--- src/rtl/oam_dma_if.sv ---
// CPU-side and system-bus-side signal bundle for the sprite DMA engine.
interface oam_dma_if;
    logic [15:0] cpu_a;
    logic [7:0]  cpu_o;
    logic        cpu_r;
    logic        cpu_w;
    logic [7:0]  bus_i;
    logic [15:0] bus_a;
    logic [7:0]  bus_o;
    logic        bus_r;
    logic        bus_w;

    modport master (
        output cpu_a, cpu_o, cpu_r, cpu_w, bus_i,
        input  bus_a, bus_o, bus_r, bus_w
    );

    modport slave (
        input  cpu_a, cpu_o, cpu_r, cpu_w, bus_i,
        output bus_a, bus_o, bus_r, bus_w
    );
endinterface

--- src/rtl/oam_dma.sv ---
// Sprite DMA at $4014: stalls the CPU and copies one page to OAMDATA.
// Define OAM_DMA_ALIGN_EN to insert the get/put alignment tick (513/514).
module oam_dma #(
    parameter logic [15:0] DMA_REG  = 16'h4014,
    parameter logic [15:0] OAM_PORT = 16'h2004,
    parameter int          LEN      = 256
) (
    input  logic     clock,
    input  logic     reset_n,
    input  logic     ce,
    oam_dma_if.slave bif,
    output logic     ce_cpu,
    output logic     busy
);
    typedef enum logic [2:0] {
        S_IDLE,
        S_HALT,
        S_ALIGN,
        S_READ,
        S_WRITE
    } state_t;

    localparam logic [7:0] LAST = 8'(LEN - 1);

    state_t     r_state;
    state_t     w_next;
    logic [7:0] r_page;
    logic [7:0] r_idx;
    logic [7:0] r_latch;
    logic       w_trig;

    assign w_trig = (r_state == S_IDLE) && bif.cpu_w
                 && (bif.cpu_a == DMA_REG);

`ifdef OAM_DMA_ALIGN_EN
    // 0 = get (read) slot, 1 = put (write) slot
    logic r_parity;

    always_ff @(posedge clock or negedge reset_n) begin
        if (!reset_n) begin
            r_parity <= 1'b0;
        end else if (ce) begin
            r_parity <= ~r_parity;
        end
    end
`endif

    always_ff @(posedge clock or negedge reset_n) begin
        if (!reset_n) begin
            r_state <= S_IDLE;
            r_page  <= 8'h00;
            r_idx   <= 8'h00;
            r_latch <= 8'h00;
        end else if (ce) begin
            r_state <= w_next;
            if (w_trig) begin
                r_page <= bif.cpu_o;
                r_idx  <= 8'h00;
            end
            if (r_state == S_READ) begin
                r_latch <= bif.bus_i;
            end
            if (r_state == S_WRITE) begin
                r_idx <= r_idx + 8'h01;
            end
        end
    end

    always_comb begin
        w_next    = r_state;
        busy      = 1'b0;
        ce_cpu    = ce;
        bif.bus_a = bif.cpu_a;
        bif.bus_o = bif.cpu_o;
        bif.bus_r = bif.cpu_r;
        bif.bus_w = bif.cpu_w;
        // Any non-idle state owns the bus; strobes are enabled per state
        if (r_state != S_IDLE) begin
            busy      = 1'b1;
            ce_cpu    = 1'b0;
            bif.bus_a = {r_page, r_idx};
            bif.bus_o = r_latch;
            bif.bus_r = 1'b0;
            bif.bus_w = 1'b0;
        end
        unique case (r_state)
            S_IDLE: begin
                if (w_trig) begin
                    w_next = S_HALT;
                end
            end
            S_HALT: begin
`ifdef OAM_DMA_ALIGN_EN
                w_next = r_parity ? S_READ : S_ALIGN;
`else
                w_next = S_READ;
`endif
            end
            S_ALIGN: begin
                w_next = S_READ;
            end
            S_READ: begin
                bif.bus_r = ce;
                w_next    = S_WRITE;
            end
            S_WRITE: begin
                bif.bus_a = OAM_PORT;
                bif.bus_w = ce;
                w_next    = (r_idx == LAST) ? S_IDLE : S_READ;
            end
            default: begin
                w_next = S_IDLE;
            end
        endcase
    end
endmodule

--- src/flat_wrapper.sv ---
// flat-port wrapper written by rule: the top's interface ports become plain ports
module oam_dma_flat 
#(
    parameter logic [15:0] DMA_REG  = 16'h4014,
    parameter logic [15:0] OAM_PORT = 16'h2004,
    parameter int          LEN      = 256
)
  (clock, reset_n, ce, ce_cpu, busy, bif_cpu_a, bif_cpu_o, bif_cpu_r, bif_cpu_w, bif_bus_i, bif_bus_a, bif_bus_o, bif_bus_r, bif_bus_w);
  oam_dma_if bif_i ();
  input  logic clock;
  input  logic reset_n;
  input  logic ce;
  output logic ce_cpu;
  output logic busy;
  input wire logic [$bits(bif_i.cpu_a)-1:0] bif_cpu_a;
  input wire logic [$bits(bif_i.cpu_o)-1:0] bif_cpu_o;
  input wire logic [$bits(bif_i.cpu_r)-1:0] bif_cpu_r;
  input wire logic [$bits(bif_i.cpu_w)-1:0] bif_cpu_w;
  input wire logic [$bits(bif_i.bus_i)-1:0] bif_bus_i;
  output wire logic [$bits(bif_i.bus_a)-1:0] bif_bus_a;
  output wire logic [$bits(bif_i.bus_o)-1:0] bif_bus_o;
  output wire logic [$bits(bif_i.bus_r)-1:0] bif_bus_r;
  output wire logic [$bits(bif_i.bus_w)-1:0] bif_bus_w;
  assign bif_i.cpu_a = bif_cpu_a;
  assign bif_i.cpu_o = bif_cpu_o;
  assign bif_i.cpu_r = bif_cpu_r;
  assign bif_i.cpu_w = bif_cpu_w;
  assign bif_i.bus_i = bif_bus_i;
  assign bif_bus_a = bif_i.bus_a;
  assign bif_bus_o = bif_i.bus_o;
  assign bif_bus_r = bif_i.bus_r;
  assign bif_bus_w = bif_i.bus_w;
  oam_dma #(.DMA_REG(DMA_REG), .OAM_PORT(OAM_PORT), .LEN(LEN)) u_core (.clock(clock), .reset_n(reset_n), .ce(ce), .bif(bif_i), .ce_cpu(ce_cpu), .busy(busy));
endmodule
--- config.mk ---
export PLATFORM = sky130hd
export DESIGN_NAME = oam_dma_flat
export DESIGN_NICKNAME = d
export VERILOG_FILES = /design/src/rtl/oam_dma_if.sv /design/src/rtl/oam_dma.sv /design/src/flat_wrapper.sv
export SDC_FILE = /design/constraint.sdc
export NUM_CORES = 1
export LEC_CHECK = 0
export ABC_AREA = 0
export BUFFER_PORTS_ARGS = -buffer_cell sky130_fd_sc_hd__buf_2
export CORE_UTILIZATION = 46
export DETAILED_ROUTE_END_ITERATION = 8
export PLACE_DENSITY = 0.8
export SLEW_MARGIN = 10
export SYNTH_ARGS = -nofsm -noshare
export SYNTH_HDL_FRONTEND = slang
export SYNTH_SLANG_ARGS = --single-unit
--- constraint.sdc ---
create_clock -name clock -period 2.21 [get_ports clock]
set_clock_uncertainty 0.15 [all_clocks]
set_input_delay 0.221 -clock clock [delete_from_list [all_inputs] [get_ports clock]]
set_output_delay 0.221 -clock clock [all_outputs]
set_load 0.1 [all_outputs]
# Word level (Yosys, flattened, before mapping)
# Index checks and enable logic that the tools add are counted.
totals:
  regBits: 27
  input_bits: 37
  out_inout_bits: 28
  wordCells: 36
classes:
  addsub: 1
  n_eq_ne: 7
  muxes: 14
  reduce_logical: 10
ops:
  columns: ["op", "n"]
  rows:
  - ["$mux W16", 2]
  - ["$mux W8", 3]
  - ["$eq A16 B15 Y1 const B", 1]
  - ["$pmux W3 S4", 1]
  - ["$add A8 B1 Y8 const B", 1]
  - ["$eq A8 B8 Y1 const B", 1]
  - ["$reduce_and A2 Y1", 4]
  - ["$eq A3 B2 Y1 const B", 2]
  - ["$mux W1", 6]
  - ["$eq A3 B1 Y1 const B", 1]
  - ["$eq A3 B3 Y1 const B", 1]
  - ["$logic_not A3 Y1", 1]
  - ["$mux W3", 1]
  - ["$reduce_bool A3 Y1", 1]
  - ["$logic_and A1 B1 Y1", 2]
  - ["$mux W2", 1]
  - ["$ne A2 B1 Y1 const B", 1]
  - ["$reduce_bool A2 Y1", 1]
  - ["$reduce_or A2 Y1", 1]

# Longest topological paths before layout
depth:
  word_depth: 5
  depth_mapped: 6

# Least setup slack after synthesis
# Ideal clock, no wire load.
synth_path:
  path_type: "register -> output"
  from: "register u_core.r_state[2]"
  to: "output bif_bus_a[10]"
  arrival_time_ns: 3.095
  setup_slack_ns: -1.256
  stages_incl_launch_ff: 6
  path_buffers: 2
  path_cell_list: "dfrtp_1 > clkbuf_1 > clkinv_1 > clkbuf_1 > nand2_1 > o21ai_0"
synth_between:
  elab_chain_len: 3
  word_cells_on_any_way: 4
  classes_between: "1 x eq/ne; 2 x mux; 1 x reduce/logical"
synth_lines:
  columns: ["item", "line", "rtl"]
  rows:
  - ["start: declaration", "oam_dma.sv:25", "state_t r_state;"]
  - ["start signal: assignment", "oam_dma.sv:55", "r_state <= w_next;"]
  - ["$reduce_bool A3 Y1", "oam_dma.sv:78", "if (r_state != S_IDLE) begin"]
  - ["$mux W16", "oam_dma.sv:78", null]
  - ["$mux W16 *", "oam_dma.sv:86", "unique case (r_state)"]
  - ["end: declaration", "flat_wrapper.sv:20", "output wire logic [$bits(bif_i.bus_a)-1:0] bif_bus_a;"]
# Every way passes the cells marked *; elsewhere a longest branch is shown, timed or not.

# Worst setup path in the final report
layout_path:
  from: "register u_core.r_state[1]"
  to: "output bif_bus_o[1]"
layout_between:
  elab_chain_len: 2
layout_lines:
  columns: ["item", "line", "rtl"]
  rows:
  - ["$reduce_bool A3 Y1", "oam_dma.sv:78", null]
  - ["$mux W8", "oam_dma.sv:78", null]
  - ["end: declaration", "flat_wrapper.sv:21", "output wire logic [$bits(bif_i.bus_o)-1:0] bif_bus_o;"]
# Every way passes these cells.

==> flow_metrics.env <==
export IMPL_min_period_over_period_pct=102.2
export IMPL_nets=309
export IMPL_h_tree_depth=1
export IMPL_drv_slew=0
export IMPL_cts_root_buf="clkbuf_4"
export IMPL_synthDominantCellAreaShare_pct=42.42
export IMPL_yosysUniqueCellTypes=32
export IMPL_syn_nets=216
export IMPL_clock_path_buffers=2
export IMPL_cpLargestDelayFamily="simple AND/OR/NAND/NOR gates"
export IMPL_crit_slowest_cell="dfrtp_1"
export IMPL_clock_latency_ns=0.34
export IMPL_portBuffers=64
export IMPL_syn_avg_cell_area_sq_um=8.948
export IMPL_drv_cap=0
export IMPL_critPathKind="reg2out"
export IMPL_worst_pin_slew_ns=0.6345
export IMPL_drive_above_1_share_pct=49.26
export IMPL_violations="negative setup slack"
export IMPL_antenna_found_initial=0
export IMPL_hp_class="in2reg"
export IMPL_cp_num_buf_inv=2
export IMPL_seqCellArea_sq_um=676.9
export IMPL_setup_viol=10
export IMPL_final_common_cell="nand2_1"
export IMPL_drc=0
export IMPL_worstSetupEndpointType="output port"
export IMPL_grt_overflow=0
export IMPL_final_cell_mix="nand2_1 (43), buf_2 (37), buf_12 (26), dfrtp_1 (26), mux2_2 (18)"
export IMPL_synthTopCellsByArea="dfrtp_1 (42%), mux2_2 (17%), nand2_1 (11%)"
export IMPL_areaGrowthSynthToFinish_pct=74.00
export IMPL_relSlewSlack_pct=57.16
export IMPL_vias=1859
export IMPL_core_sq_mm=0.003337
export IMPL_multi_input_area_sq_um=969.7
export IMPL_hold_start="ce"
export IMPL_ant_nets=0
export IMPL_floorplan_rows=21
export IMPL_fmax_mhz=442.7
export IMPL_grt_max_degree=28
export IMPL_finalCriticalPeriod_ns=2.259
export IMPL_yosys_warnings=0
export IMPL_rsz0062_at_grt="yes"
export IMPL_ios=65
export IMPL_synth_area_sq_mm=0.001593
export IMPL_post_drt_wl_per_cell_um=19.98
export IMPL_track_usage_pct=31.78
export IMPL_die_area_sq_mm=0.003702
export IMPL_arrival_ns=1.89
export IMPL_die_y_um=60.85
export IMPL_start_util_pct=47.73
export IMPL_status="finished with violations"
export IMPL_die_w_um=60.85
export IMPL_slowest_delay_ns=0.43
export IMPL_routed_wirelength_um=6314
export IMPL_syn_inst=178
export IMPL_place_congestion=0.8365
export IMPL_dp_slack_ns=0.1047
export IMPL_vias_per_cell=5.883
export IMPL_cp_max_fo=5
export IMPL_startpoint_type="flop"
export IMPL_synth_top_area_cell="dfrtp_1"
export IMPL_nFillCells=166
export IMPL_clock_sinks=27
export IMPL_startpoint="u_core.r_state[1]"
export IMPL_finalHoldViolations=0
export IMPL_dpl_hpwl_um=3387
export IMPL_path_clk_slew_ns=0.16
export IMPL_crit_reg2reg_launch="u_core.r_state[2]"
export IMPL_crit_chain="or2_4, nor2_4, buf_6, mux2_2, buf_12"
export IMPL_synth_seq_cells=27
export IMPL_drtPass1Iterations=4
export IMPL_first_global_vias=1752
export IMPL_drtIter0Drc=164
export IMPL_ys_seq_area_share_pct=42.42
export IMPL_grt_pass1_wl_um=8431
export IMPL_worstPathRequired_ns=1.84
export IMPL_worst_slack_ns=-0.04882
export IMPL_diodes=0
export IMPL_cts_buffers=3
export IMPL_cts_tree="built"
-- logic make-up after synthesis --
| group | after synthesis | synth area share, % |
|---|---|---|
| flops | 27 | 42.42 |
| compound gates | 32 | 11.31 |
| xor+xnor | 2 | 1.100 |
| mux | 26 | 18.54 |
| simple gates | 76 | 21.92 |
| fa+ha+maj | 1 | 0.7854 |
| buf+inv | 14 | 3.927 |
-- metrics by stage --
stage | hold WS (ns) | area [sq um] | util [%] | instances | TNS, ns
after global routing | 0.03075 | 2771 | 83.05 | 316 | -0.8401
after CTS | 0.01642 | 2643 | 79.19 | 312 | 0
final | 0.03529 | 2771 | 83.05 | 316 | -0.2980
after detailed placement | 0.1172 | 2391 | 71.65 | 286 | 0
after global placement | 0.1127 | 2391 | 71.65 | 286 | 0
after floorplan | -0.2246 | 1614 | - | 178 | -6.281
-- registers in the layout, indices dropped and copies added (netlist names) --
| register | flops |
|---|---|
| u_core.r_idx | 8 |
| u_core.r_latch | 8 |
| u_core.r_page | 8 |
| u_core.r_state | 3 |
-- cell type report --
cell class                 count  share of cell area [%]
inverter                       5                  0.6772
tap                           46                   2.077
sequential                    27                   24.42
clock buffer                   4                  0.9481
timing repair buffer          97                   36.88
multi-input combinational    137                   34.99
-- cell usage after synthesis --
master and count:
nand3_1 3, o41a_1 1, buf_6 1, or2_0 1
nor2_1 13, nand4bb_1 1, o21ai_0 22, nand4b_1 1
mux2_2 24, o311ai_0 1, nor3_1 2, o22ai_1 4
nor4_1 2, nand2_1 47, nor4_4 1, and4bb_2 1
o31a_1 1, a21oi_1 2, buf_2 2, inv_1 4
clkinv_1 1, nand3b_1 1, mux2_4 1, a31oi_1 1
xnor2_1 2, nand4_1 1, or2_2 1, ha_1 1
mux2i_1 1, dfrtp_1 27, and3_1 1, clkbuf_1 6
-- layer usage --
layer,global-route usage (%),up-vias,share of wire [%]
met2,57.46,139,54
met4,11.69,0,3.9
met1,36.27,888,35
li1,-,806,-
met5,0,-,0
met3,7.676,26,7.8
-- what timing repair did --
item                                   4_1_cts  5_1_grt
hold buffers                                17        0
endpoints found under the hold margin       43        0
gates resized for setup                      7       27
buffers inserted                             4        3
pin swaps                                    1        2
setup endpoints to repair                   23       26
cloned                                       1        1
-- worst paths after layout --
check / end / slack (ns) / depth (start not counted)
setup reg to reg: u_core.r_page[1] / 0.07 / 5
hold / removal: u_core.r_state[1] / 0.04 / 2
max in group asynchronous: u_core.r_state[2] / 1.19 / 2
hold reg to reg: u_core.r_page[1] / 0.39 / 1
setup / recovery: bif_bus_o[1] / -0.05 / 5
min in group asynchronous: u_core.r_latch[2] / 0.28 / 2
Power is not shown: default switching activity piles up to over one toggle a cycle in this logic, so the estimate is an artifact.
